**config.mk**
```make
export PLATFORM = sky130hd
export DESIGN_NAME = mem_access_ctrl
export DESIGN_NICKNAME = d
export VERILOG_FILES = /design/src/rtl/mem_access_ctrl.sv
export SDC_FILE = /design/constraint.sdc
export NUM_CORES = 1
export LEC_CHECK = 0
export ABC_AREA = 0
export CAP_MARGIN = 20
export CORE_ASPECT_RATIO = 0.7
export CORE_MARGIN = 1.5
export CORE_UTILIZATION = 46
export DETAILED_ROUTE_END_ITERATION = 8
export HOLD_SLACK_MARGIN = 0.06
export PLACE_DENSITY = 0.89
export SLEW_MARGIN = 20
export SYNTH_ARGS = -nofsm -noshare
export SYNTH_HDL_FRONTEND = slang
export SYNTH_SLANG_ARGS = --single-unit
```
**constraint.sdc**
```tcl
create_clock -name i_clk -period 3.95 [get_ports i_clk]
set_input_delay 0.5925 -clock i_clk [delete_from_list [all_inputs] [get_ports i_clk]]
set_output_delay 0.5925 -clock i_clk [all_outputs]
set_load 0.005 [all_outputs]
```
**src/rtl/mem_access_ctrl.sv**
```systemverilog
// Request sequencer for the 8-word bitcell array: drives decoder address/select and array write
// enable in a setup/strobe/hold sequence and returns read data through a response handshake.
//
// state    | meaning
// ---------+-----------------------------------------------------------
// S_IDLE   | ready for a request; select and we low
// S_SETUP  | address held stable, select low, SETUP_CYC cycles
// S_STROBE | select high (we high for writes), PULSE_CYC cycles
// S_HOLD   | one cycle, select/we low, address still held; wr_done on writes
// S_RESP   | read data presented until the consumer takes it
module mem_access_ctrl #(
  parameter int DATA_W    = 8,
  parameter int SETUP_CYC = 1,
  parameter int PULSE_CYC = 2
) (
  input  logic              i_clk,
  input  logic              i_rst,
  input  logic              i_req_valid,
  output logic              o_req_ready,
  input  logic              i_req_we,
  input  logic [2:0]        i_req_addr,
  input  logic [DATA_W-1:0] i_req_wdata,
  output logic              o_rsp_valid,
  input  logic              i_rsp_ready,
  output logic [DATA_W-1:0] o_rsp_rdata,
  output logic              o_wr_done,
  output logic              o_dec_select,
  output logic              o_dec_adr0,
  output logic              o_dec_adr1,
  output logic              o_dec_adr2,
  output logic              o_array_we,
  output logic [DATA_W-1:0] o_array_wdata,
  input  logic [DATA_W-1:0] i_array_rdata
);

  localparam int MAX_CYC = (SETUP_CYC > PULSE_CYC) ? SETUP_CYC : PULSE_CYC;
  localparam int CNT_W   = $clog2(MAX_CYC) + 1;
  localparam logic [CNT_W-1:0] SETUP_LD = CNT_W'(SETUP_CYC - 1);
  localparam logic [CNT_W-1:0] PULSE_LD = CNT_W'(PULSE_CYC - 1);

  typedef enum logic [2:0] {
    S_IDLE   = 3'd0,
    S_SETUP  = 3'd1,
    S_STROBE = 3'd2,
    S_HOLD   = 3'd3,
    S_RESP   = 3'd4
  } state_t;

  state_t              r_state;
  state_t              w_nxt_state;
  logic [CNT_W-1:0]    r_cnt;
  logic [CNT_W-1:0]    w_nxt_cnt;
  logic                r_op_we;
  logic [2:0]          r_adr;
  logic [DATA_W-1:0]   r_wdata;
  logic [DATA_W-1:0]   r_rdata;
  logic                r_req_ready;
  logic                r_select;
  logic                r_we;
  logic                r_wr_done;
  logic                r_rsp_valid;
  logic                w_accept;
  logic                w_capture;

  assign w_accept  = (r_state == S_IDLE) && i_req_valid;
  assign w_capture = (r_state == S_STROBE) && (r_cnt == '0) && !r_op_we;

  always_comb begin
    w_nxt_state = r_state;
    w_nxt_cnt   = r_cnt;
    case (r_state)
      S_IDLE: begin
        if (w_accept) begin
          w_nxt_state = S_SETUP;
          w_nxt_cnt   = SETUP_LD;
        end
      end
      S_SETUP: begin
        if (r_cnt == '0) begin
          w_nxt_state = S_STROBE;
          w_nxt_cnt   = PULSE_LD;
        end else begin
          w_nxt_cnt = r_cnt - 1'b1;
        end
      end
      S_STROBE: begin
        if (r_cnt == '0) begin
          w_nxt_state = S_HOLD;
        end else begin
          w_nxt_cnt = r_cnt - 1'b1;
        end
      end
      S_HOLD: begin
        w_nxt_state = r_op_we ? S_IDLE : S_RESP;
      end
      S_RESP: begin
        if (i_rsp_ready) begin
          w_nxt_state = S_IDLE;
        end
      end
      default: begin
        w_nxt_state = S_IDLE;
      end
    endcase
  end

  // Outputs are registered from the next state so they switch cleanly with the state register.
  always_ff @(posedge i_clk) begin
    if (i_rst) begin
      r_state     <= S_IDLE;
      r_cnt       <= '0;
      r_op_we     <= 1'b0;
      r_adr       <= 3'b000;
      r_wdata     <= '0;
      r_rdata     <= '0;
      r_req_ready <= 1'b1;
      r_select    <= 1'b0;
      r_we        <= 1'b0;
      r_wr_done   <= 1'b0;
      r_rsp_valid <= 1'b0;
    end else begin
      r_state     <= w_nxt_state;
      r_cnt       <= w_nxt_cnt;
      r_req_ready <= (w_nxt_state == S_IDLE);
      r_select    <= (w_nxt_state == S_STROBE);
      r_we        <= (w_nxt_state == S_STROBE) && r_op_we;
      r_wr_done   <= (w_nxt_state == S_HOLD) && r_op_we;
      r_rsp_valid <= (w_nxt_state == S_RESP);
      if (w_accept) begin
        r_op_we <= i_req_we;
        r_adr   <= i_req_addr;
        r_wdata <= i_req_wdata;
      end
      if (w_capture) begin
        r_rdata <= i_array_rdata;
      end
    end
  end

  assign o_req_ready   = r_req_ready;
  assign o_rsp_valid   = r_rsp_valid;
  assign o_rsp_rdata   = r_rdata;
  assign o_wr_done     = r_wr_done;
  assign o_dec_select  = r_select;
  assign o_dec_adr0    = r_adr[0];
  assign o_dec_adr1    = r_adr[1];
  assign o_dec_adr2    = r_adr[2];
  assign o_array_we    = r_we;
  assign o_array_wdata = r_wdata;

endmodule
```
==> results.md, run 1 <==
- Post-Syn Area: ~1200 µm²
- F_max: 511 MHz
- Tmin final: a little under 2000 ps
- Worst-path maximum fanout: 12
- Status: complete, no violations
- Actual slew at the worst max-slew pin: 956 ps
- Leading area contributor after synthesis: dfxtp_1
- Clock root buffer: clkbuf_8
- Vias in the first global route: 1035
- Fin. Hold Viols: 0
- Unique masters post-synth: 31
- Width of the die: between 60 and 70 µm
- CP Class: input port to flop
- Via density: 5.35
- Sequence of cells on the critical path: clkdlybuf4s50_1 > or4b_1 > nand2_1 > a21oi_1
- ANT nets after route: 0
- HP Class: flop to flop
- GPL Wtd Cong: 0.738
- Clock Sinks: 30
- PD cells: 471 nW/µm²
- Max-Cap Viols: 0
- Initial Util: 49.4%
- Total Power: about 0.00085 W
- Leakage power: 0.637 nW
- Slew headroom: 36.1%
- Number of synthesized register bits: 30
- Syn_area_per_cell: about 9 µm²
- Largest net degree at the start of global routing: 28
- Clock transition at path regs: ~60 ps
- RSZ-0062 raised after global routing: false
- Setup repair bufs after CTS: 0
- Seq/Total Area, Yosys: 48.4%
- Total routed wirelength: 2.99 mm
- Clk buf depth: 2
- DP HPWL: between 2 and 2.5 mm
- Grt ovf: 0
- Initial antenna violation count: 0
- Total die area: 3020 µm²
- Post-synthesis net count: around 160
- Placeable core area: between 2000 and 3000 µm²
- Via count: roughly 1200
- Max stage delay cell, worst path: or4b_1
- YS warnings: 0
- Share of cells above drive strength 1: approximately 6.6%
- Pins Over Slew Limit: 0
- GRT Util Overall: 20.5%
- Post_cts resized: 0
- Data arrival, critical path: 2060 ps
- Crit path launch type: input port
- Post-synth top area share: between 40% and 50%
- Hold path start: r_adr[1]
- R2R Path Start: r_cnt[0]
- IO Count: 48
- Routed len/inst: 13.8 µm
- CTS tree: built
- Setup TNS: 0 ps
- Worst vdd ir: 296 µV
- Worst Setup SP: i_req_valid
- First-pass GRT wire length: about 4.6 mm
- Post-Syn Instances: around 140
- Synth top area cells: dfxtp_1 (48%), a21oi_1 (9.7%), nand2_1 (7.3%), nor4b_4 (3.8%), nand3_1 (3.2%)
- Worst Setup End Kind: flop
- DRC viols: 0
- Drt initial violations: approximately 120
- DR pass1 iterations: 4
- Diode count: 0
- CP max stage delay: 670 ps
- CTS H-tree depth: 2
- Die Height: about 46 µm
- Hold_buf cts: 0
- Area delta synth->final: 44.8%
- # rows: 15
- CTS buffer count: 5
- Max Clock Skew: 3.74 ps
- # nets final: 208
- # setup viols final: 0
- Clock Latency Late Sink: ~270 ps
- Final period utilization: 49.6%
- WP data required: around 4100 ps
- Port Buf Inserts: 47
[worst max-delay path: cells and delay by family]
family	cells	cell delay, ps
simple gates	2	830
buf+inv	1	550
compound gates	1	80
[routing by layer]
layer | global-route usage (%) | part of all wire, % | wire (µm) | vias up
li1 | - | - | - | 575
met1 | 24.2 | 41 | 1240 | 536
met2 | 37.1 | 51 | 1530 | 49
met3 | 4.89 | 6.6 | 198 | 2
met4 | 8.33 | 0.60 | 18 | 0
met5 | 0 | 0 | 0 | -
[flip-flops by register name, indices dropped and copies added (netlist names), 2 cells and up]
| register | count |
|---|---|
| r_state | 3 |
| r_adr | 3 |
| o_array_wdata | 8 |
| o_rsp_rdata | 8 |
| r_cnt | 2 |
[per-stage QoR]
stage	utilization [%]	worst slack, ps	hold WS [ps]	instances	cell area, µm²
global route	71.4	1890	481	217	1800
floorplan	-	2380	453	138	1240
CTS	71.4	2000	456	217	1800
detailed placement	67.8	1720	450	209	1710
finish	71.4	1990	454	217	1800
global placement	67.8	1780	445	209	1710
[placed cells by master, fill, tap and decap left out, drive strengths merged]
| cell type | synthesis | routed |
|---|---|---|
| a211oi | 2 | 2 |
| ha | 2 | 2 |
| o31ai | 1 | 1 |
| o21bai | 1 | 1 |
| clkinv | 0 | 1 |
| nor4 | 1 | 1 |
| or4bb | 1 | 1 |
| nor3 | 3 | 3 |
| or4b | 4 | 4 |
| clkdlybuf4s50 | 0 | 47 |
| nand3 | 8 | 8 |
| a211o | 1 | 1 |
| mux2 | 1 | 1 |
| a221o | 1 | 1 |
| nor4b | 2 | 2 |
| nand3b | 2 | 2 |
| and3 | 1 | 1 |
| inv | 3 | 3 |
| nor2 | 1 | 1 |
| a21oi | 24 | 24 |
| dfxtp | 30 | 30 |
| o21ai | 8 | 8 |
| or3b | 2 | 2 |
| maj3 | 1 | 1 |
| and2 | 1 | 1 |
| nand2 | 24 | 24 |
| o311ai | 1 | 1 |
| clkbuf | 5 | 7 |
| nand2b | 2 | 2 |
[cell families (layout without fill, tap and decap cells)]
family / count (synthesis) / count (layout) / share of synthesized area, %
adder cells (fa/ha/maj): 3 / 3 / 2.82
flip-flops: 30 / 30 / 48.4
AND/OR/NAND/NOR: 52 / 52 / 25.1
AO/OA/AOI/OAI: 39 / 39 / 17.9
multiplexers: 1 / 1 / 0.907
buffers and inverters: 13 / 58 / 4.84
[cells in the mapped netlist]
cell type,count
a211o_1,1
a211oi_1,1
a211oi_2,1
a21oi_1,24
a221o_1,1
and2_1,1
and3_1,1
buf_2,3
buf_4,2
clkbuf_1,5
dfxtp_1,30
ha_1,2
inv_1,3
maj3_1,1
mux2_2,1
nand2_1,24
nand2b_1,2
nand3_1,8
nand3b_1,2
nor2_1,1
nor3_1,3
nor4_1,1
nor4b_4,2
o21ai_0,8
o21bai_1,1
o311ai_0,1
o31ai_1,1
or3b_1,2
or4b_1,3
or4b_2,1
or4bb_1,1
[path summary, 6_finish.rpt]
check | slack (ps) | to | depth (start not counted)
worst max-delay path | 1990 | o_array_wdata[0] | 4
worst min-delay path | 450 | r_adr[1] | 2
worst max register to register | 2070 | r_cnt[1] | 5
worst min register to register | 450 | r_adr[1] | 2
[power breakdown]
group / switching, W / internal, W
Combinational: 0.0000973 / 0.000123
Clock: 0.000105 / 0.000140
Sequential: 0.0000413 / 0.000340
[final cells by class]
cell class                      instances  area, µm²
Sequential cell                        30        601
Clock buffer                            7       86.3
Fill cell                             199        718
Timing Repair Buffer                   47        470
Multi-Input combinational cell         95        581
Tap cell                               34       42.5
Inverter                                3       11.3
Clock inverter                          1       5.00
No activity file was read; power rests on OpenSTA's default activity.
==> run 2: changes to the inputs <==
CORE_UTILIZATION = 42   (was 46)
PLACE_DENSITY = 0.82   (was 0.89)
clock period = 1.9 ns   (was 3.95 ns; I/O delays follow)
==> run 2 against run 1 <==
Net effect:
- core utilization is 5.1 points lower
- clock skew up 1.7 ps
- clock power increased to 2.6 times the previous value
- via count grew 2.4%
- design area rose by 3.4%
- cell count grew 2.8%
- highest routed layer unchanged
==> results.md, run 2 (synthesis results as in run 1) <==
- CTS buffer count: 5
- GPL Wtd Cong: 0.822
- CTS H-tree depth: 2
- Initial Util: 44.3%
- CP Class: flop to flop
- Total die area: 3300 µm²
- Fin. Hold Viols: 0
- First-pass GRT wire length: 4.72 mm
- Via density: 5.34
- Leakage power: ~0.67 nW
- PD cells: 1030 nW/µm²
- Post_cts resized: 0
- GR Layer Usage met3: 4.42%
- # rows: 16
- Grt ovf: 0
- Setup repair bufs after CTS: 0
- Placeable core area: 2800 µm²
- Via count: 1190
- Most common cell after layout, fill and taps aside: clkdlybuf4s50_1
- Clock Sinks: 30
- Worst-path maximum fanout: 18
- Clock Latency Late Sink: ~280 ps
- Pins Over Slew Limit: 0
- DRC viols: 0
- Max Clock Skew: 5.42 ps
- Actual slew at the worst max-slew pin: 626 ps
- # nets final: 213
- Port Buf Inserts: 47
- Initial antenna violation count: 0
- Tmin final: 1680 ps
- Gr busiest metal: met2
- Data arrival, critical path: 1890 ps
- CTS tree: built
- Status: complete, no violations
- Clk buf depth: 2
- Clock root buffer: clkbuf_8
- Clock transition at path regs: 60 ps
- Max-Cap Viols: 0
- Most frequent cells in the layout: clkdlybuf4s50_1 (47), dfxtp_1 (30), a21oi_1 (24), nand2_1 (24)
- Routed len/inst: 13.3 µm
- RSZ-0062 raised after global routing: false
- Hold_buf cts: 0
- ANT nets after route: 0
- DR pass1 iterations: 4
- Diode count: 0
- WP data required: 2110 ps
- Slew headroom: 58.2%
- F_max: 595 MHz
- GR Util met2: a little under a third
- Total routed wirelength: 2.96 mm
- Die Height: about 48 µm
- GR met1 Demand/Resource: a little under a quarter
- Width of the die: 68.0 µm
- DP HPWL: 2.13 mm
- Worst Setup End Kind: flop
- # setup viols final: 0
- Crit path launch type: flop
- Vias in the first global route: 1098
- Largest net degree at the start of global routing: 19
- Final period utilization: about nine tenths
- Share of cells above drive strength 1: between 9 and 10%
- Total Power: 0.00191 W
- Drt initial violations: 25
- Area delta synth->final: 49.7%
- Setup TNS: 0 ps
- GRT Util Overall: 19.0%
- Worst vdd ir: 667 µV
- HP Class: flop to flop
- IO Count: 48
-- run 2: layer usage --
layer / vias to the layer above / wire (µm)
li1: 585 / -
met1: 561 / 1310
met2: 37 / 1400
met3: 7 / 177
met4: 0 / 66
met5: - / 0
-- run 2: cell type report --
type                            instances  area [µm²]
Multi-Input combinational cell         95         581
Fill cell                             219         945
Clock buffer                            6        82.6
Timing Repair Buffer                   52         508
Sequential cell                        30         601
Inverter                                3        11.3
Clock inverter                          1        30.0
Tap cell                               36        45.0
-- run 2: worst max-delay path, cell delays in order (launching register included) --
cell     delay (ps)
dfxtp_1         660
or3b_1          460
a221o_1         340
a21oi_1         140
-- run 2: stage by stage --
stage	hold slack [ps]	instances	utilization, %	worst slack, ps	cell area (µm²)
detailed placement	449	216	62.3	28.7	1750
finish	455	223	66.3	220	1860
global route	480	223	66.3	49.3	1860
CTS	458	223	66.3	218	1860
floorplan	421	138	-	329	1240
global placement	445	216	62.3	101	1750
-- run 2: final timing paths --
kind	end	depth (start not counted)	slack, ps	start
worst min-delay path	o_array_wdata[4]	2	460	o_array_wdata[4]
worst min register to register	o_array_wdata[4]	2	460	o_array_wdata[4]
worst max register to register	r_cnt[1]	3	220	r_state[1]
worst max-delay path	r_cnt[1]	3	220	r_state[1]
-- run 2: power by group --
| part | internal, W | total (W) | leakage [nW] | switching [W] |
|---|---|---|---|---|
| sequential | 0.000707 | 0.000793 | 0.245 | 0.0000855 |
| clock | 0.000419 | 0.000642 | 0.0573 | 0.000223 |
| combinational | 0.000271 | 0.000476 | 0.368 | 0.000204 |
